[src/rtl/picomips_sequencer.sv]
// picoMips multi-cycle control unit: registered instruction decode, stage FSM,
// and a debounced handshake wait for the halt-until-handshake (HEI) instruction.
module picomips_sequencer #(
  parameter int IW      = 10,
  parameter int DW      = 8,
  parameter int IMMW    = 4,
  parameter int DEB_CYC = 4
) (
  input  logic          clk,
  input  logic          nReset,
  input  logic [IW-1:0] Instruction,
  input  logic          Handshake,
  output logic [1:0]    Stage,
  output logic [DW-1:0] Immediate,
  output logic          PCInc,
  output logic          PCHold,
  output logic          RegWrite,
  output logic          ACCWE,
  output logic          RegAddr,
  output logic          SelImm,
  output logic          SelSW,
  output logic          UseMul,
  output logic          UseA,
  output logic          SelReg
);

  localparam int CW = $clog2(DEB_CYC + 1);

  typedef enum logic [2:0] {
    S_FETCH  = 3'd0,
    S_DECODE = 3'd1,
    S_EXEC   = 3'd2,
    S_WB     = 3'd3,
    S_WAIT   = 3'd4
  } state_t;

  state_t          state_q, state_d;
  logic [IW-1:0]   ir_q, ir_d;
  logic [5:0]      ctrl_q, ctrl_d;
  logic [CW-1:0]   cnt_q, cnt_d;
  logic            hs_meta_q, hs_sync_q;
  logic [5:0]      func;
  logic            match;

  assign func      = ir_q[IW-1 -: 6];
  assign match     = (hs_sync_q == ir_q[0]);
  assign Immediate = {{(DW-IMMW){ir_q[IMMW-1]}}, ir_q[IMMW-1:0]};
  assign RegAddr   = ir_q[0];
  assign UseA      = ctrl_q[0];
  assign SelSW     = ctrl_q[1];
  assign SelImm    = ctrl_q[2];
  assign UseMul    = ctrl_q[3];
  assign SelReg    = ctrl_q[5];

  always_comb begin
    state_d  = state_q;
    ir_d     = ir_q;
    ctrl_d   = ctrl_q;
    cnt_d    = '0;
    Stage    = 2'd0;
    PCInc    = 1'b0;
    PCHold   = 1'b0;
    ACCWE    = 1'b0;
    RegWrite = 1'b0;
    case (state_q)
      S_FETCH: begin
        ir_d    = Instruction;
        state_d = S_DECODE;
      end
      S_DECODE: begin
        Stage   = 2'd1;
        ctrl_d  = func;
        state_d = (func[5] & func[2]) ? S_WAIT : S_EXEC;
      end
      S_EXEC: begin
        Stage   = 2'd2;
        ACCWE   = 1'b1;
        state_d = S_WB;
      end
      S_WB: begin
        Stage    = 2'd3;
        RegWrite = ctrl_q[4];
        PCInc    = 1'b1;
        state_d  = S_FETCH;
      end
      S_WAIT: begin
        Stage = 2'd3;
        // cnt_q counts matches in earlier cycles; this cycle's match completes the run
        if (match)
          cnt_d = (cnt_q == CW'(DEB_CYC)) ? cnt_q : cnt_q + CW'(1);
        if (match && cnt_q == CW'(DEB_CYC - 1)) begin
          PCInc   = 1'b1;
          state_d = S_FETCH;
        end else begin
          PCHold  = 1'b1;
        end
      end
      default: state_d = S_FETCH;
    endcase
  end

  always_ff @(posedge clk or negedge nReset) begin
    if (!nReset) begin
      state_q   <= S_FETCH;
      ir_q      <= '0;
      ctrl_q    <= '0;
      cnt_q     <= '0;
      hs_meta_q <= 1'b0;
      hs_sync_q <= 1'b0;
    end else begin
      state_q   <= state_d;
      ir_q      <= ir_d;
      ctrl_q    <= ctrl_d;
      cnt_q     <= cnt_d;
      hs_meta_q <= Handshake;
      hs_sync_q <= hs_meta_q;
    end
  end

endmodule

[config.mk]
export PLATFORM = sky130hd
export DESIGN_NAME = picomips_sequencer
export DESIGN_NICKNAME = d
export VERILOG_FILES = /design/src/rtl/picomips_sequencer.sv
export SDC_FILE = /design/constraint.sdc
export NUM_CORES = 1
export LEC_CHECK = 0
export BUFFER_PORTS_ARGS = -buffer_cell sky130_fd_sc_hd__buf_2
export CORE_MARGIN = 1.5
export CORE_UTILIZATION = 30
export DETAILED_ROUTE_END_ITERATION = 6
export MAX_ROUTING_LAYER = met4
export RECOVER_POWER = 100
export SYNTH_ARGS = -nofsm -noshare
export SYNTH_HDL_FRONTEND = slang
export SYNTH_SLANG_ARGS = --single-unit
[constraint.sdc]
create_clock -name clk -period 1.8 [get_ports clk]
set_input_delay 0.27 -clock clk [delete_from_list [all_inputs] [get_ports clk]]
set_output_delay 0.27 -clock clk [all_outputs]
set_load 0.02 [all_outputs]
==> metrics.md <==
| Metric | Value |
|---|---|
| CTS tree | built |
| Vias in the first global route | just over 700 |
| Layout fillers | 354 |
| H-tree levels | 1 |
| Largest net degree at the start of global routing | 25 |
| WHS | 0.0542 ns |
| Share of cells above drive strength 1 | 55.7% |
| Ys async rst share | 100% |
| Worst VDD drop | 0.00113 V |
| Die Y | 63.2 um |
| Final core utilization | 40.0% |
| Longest Clk Path Bufs | 2 |
| Final period util | between 90 and 100% |
| Vias | 731 |
| Detail Route Antenna Nets | 0 |
| Slew Viols, Final | 0 |
| Final Hold Vio Count | 0 |
| Post-synthesis sequential area ratio | 55.2% |
| Leakage | 0.000635 uW |
| CP delay by family, top | flip-flops |
| Initial drt markers | 12 |
| Rows | 21 |
| Clk root buf | clkbuf_4 |
| Antenna diodes | 0 |
| Avg Vias per Cell | 4.35 |
| CP Cell Sequence | ha_1, ha_2, and2_4, nor2_4, buf_6 |
| CTS buffer count | 3 |
| Worst-Skew Late Latency | 0.31 ns |
| Most frequent cells in the layout | buf_2, dfrtp_1, mux2_2 |
| First-pass GRT wire length | 3240 um |
| Final Wtd Congestion | 0.799 |
| Internal reg-to-reg setup slack | around 0.37 ns |
| Ys flop type | dfrtp_1 |
| Detailed Route WL | 1930 um |
| Critical-path top delay cell | dfrtp_1 |
| Pwr Total | ~2700 uW |
| Die area | 3990 um2 |
| I/O pins | 33 |
| Reg clk slew, reported paths | about 0.13 ns |
| Antenna violations before repair | 0 |
| Post-Syn Nets | 104 |
| HPWL after DPL | 1410 um |
| Max incr delay on CP | around 0.42 ns |
| GRT overflow | 0 |
| Clock skew | 0.00401 ns |
| Buf/Inv on CP | 1 |
| TritonCTS Sinks | 24 |
| DRC violations left | 0 |
| Synth Instances | 88 |
| Ys Warns | 0 |
| Post-synth EDFFs | 0 |
| Final nets | roughly 140 |
| Most common cell after layout, fill and taps aside | buf_2 |
| Area of the mapped netlist | 1090 um2 |
| Area of the multi-input gates | ~400 um2 |
| PwrDens | 1970 nW/um2 |
| Synth cell types | 20 |
| Slew Limit Headroom | around two thirds |
| Worst Tran Pin Value | between 0.5 and 0.6 ns |
| Critical Path Source Type | flop |
| Core box area | 3420 um2 |
| Die width | 63.2 um |
| Register area | 603 um2 |
| First drt pass iteration count | 4 |
| Synth Register Bits | 24 |
| Synth Area per Inst | around 12 um2 |
| Worst hold path class | input pin to flop |
| WP data arrival | 1.45 ns |
| Final setup vio count | 0 |
| Max-cap viol count | 0 |
| Avg WL per Cell | 11.5 um |
| Crit Path Category | flop to output pin |
| Placed Instances | roughly 160 |
| Fin cells | between 150 and 200 |
| Starting Density | 31.8% |
| Area grow syn2layout | 25.8% |
| FMAX | 580 MHz |
| Fin Setup TNS | 0 ns |
| Max FO, Critical Path | 3 |
| Status | finished clean |
| Final min period | 1.72 ns |
| Worst EP required | between 1.5 and 2 ns |
| Tot GR Track Use | 10.4% |
| Crit. End Element | output pin |
| PortBufs | 32 |
==> flip-flops by register name, summed over array words and instances (netlist names) <==
signal     cells
hs_sync_q      1
hs_meta_q      1
ctrl_q         6
state_q        3
cnt_q          3
ir_q          10
==> what timing repair did <==
action                                 4_1_cts  5_1_grt
setup buffers                                1        5
endpoints found under the hold margin       24        0
hold buffers                                 1        0
resized for setup                            2        8
setup endpoints to repair                    2        3
pin swaps                                    1        1
cloned                                       0        0
==> worst paths after layout <==
check,startpoint,endpoint,cells after the start
min,Handshake,hs_meta_q,1
min reg2reg,hs_meta_q,hs_sync_q,0
min in group asynchronous,nReset,hs_meta_q,2
max,cnt_q[1],PCHold,5
max in group asynchronous,nReset,state_q[1],2
max reg2reg,state_q[2],ctrl_q[5],3
==> synth_stat cells (2+ instances only) <==
cell | count | area share, %
a21oi_1 | 3 | 1.4
buf_4 | 9 | 6.2
dfrtp_1 | 24 | 55
ha_1 | 3 | 3.5
inv_1 | 4 | 1.4
mux2_2 | 16 | 17
nand2_1 | 7 | 2.4
nand2b_1 | 2 | 1.2
nand3_1 | 3 | 1.4
nor2_1 | 5 | 1.7
o21ai_0 | 2 | 0.92
xnor2_1 | 2 | 1.6
==> layout make-up <==
type                       instances  area share [%]
clock buffer                       3            1.65
sequential                        24            44.1
timing repair buffer              41            17.3
tap                               46            4.21
clock inverter                     1            2.20
multi-input combinational         49            29.5
inverter                           4            1.10
==> logic make-up after synthesis <==
kind of cell    count (synthesis)  share of synthesized area (%)
flops                          24                           55.2
simple gates                   22                           10.9
mux                            16                           16.6
buf+inv                        15                           9.09
compound gates                  6                           3.11
fa+ha+maj                       3                           3.45
xor+xnor                        2                           1.61
==> power by group <==
group          internal, uW  total, uW  switching, uW
clock                   225        387            162
combinational           638       1350            713
sequential              775        953            178
total                  1640       2690           1050
==> metal layers <==
metal / global-route usage [%] / wire, um
met2: 16.2 / 926
met4: 4.08 / 29
met3: 2.14 / 83
met1: 13.4 / 887
met5: - / 0
==> stage by stage <==
step | setup slack [ns] | cell area [um2]
after detailed placement | 0.313 | 1240
after global placement | 0.349 | 1240
after floorplan | 0.268 | 1090
final | 0.0768 | 1370
after global routing | -0.0172 | 1370
after CTS | 0.00593 | 1310
Note: power is estimated with default switching activity, not from simulation.
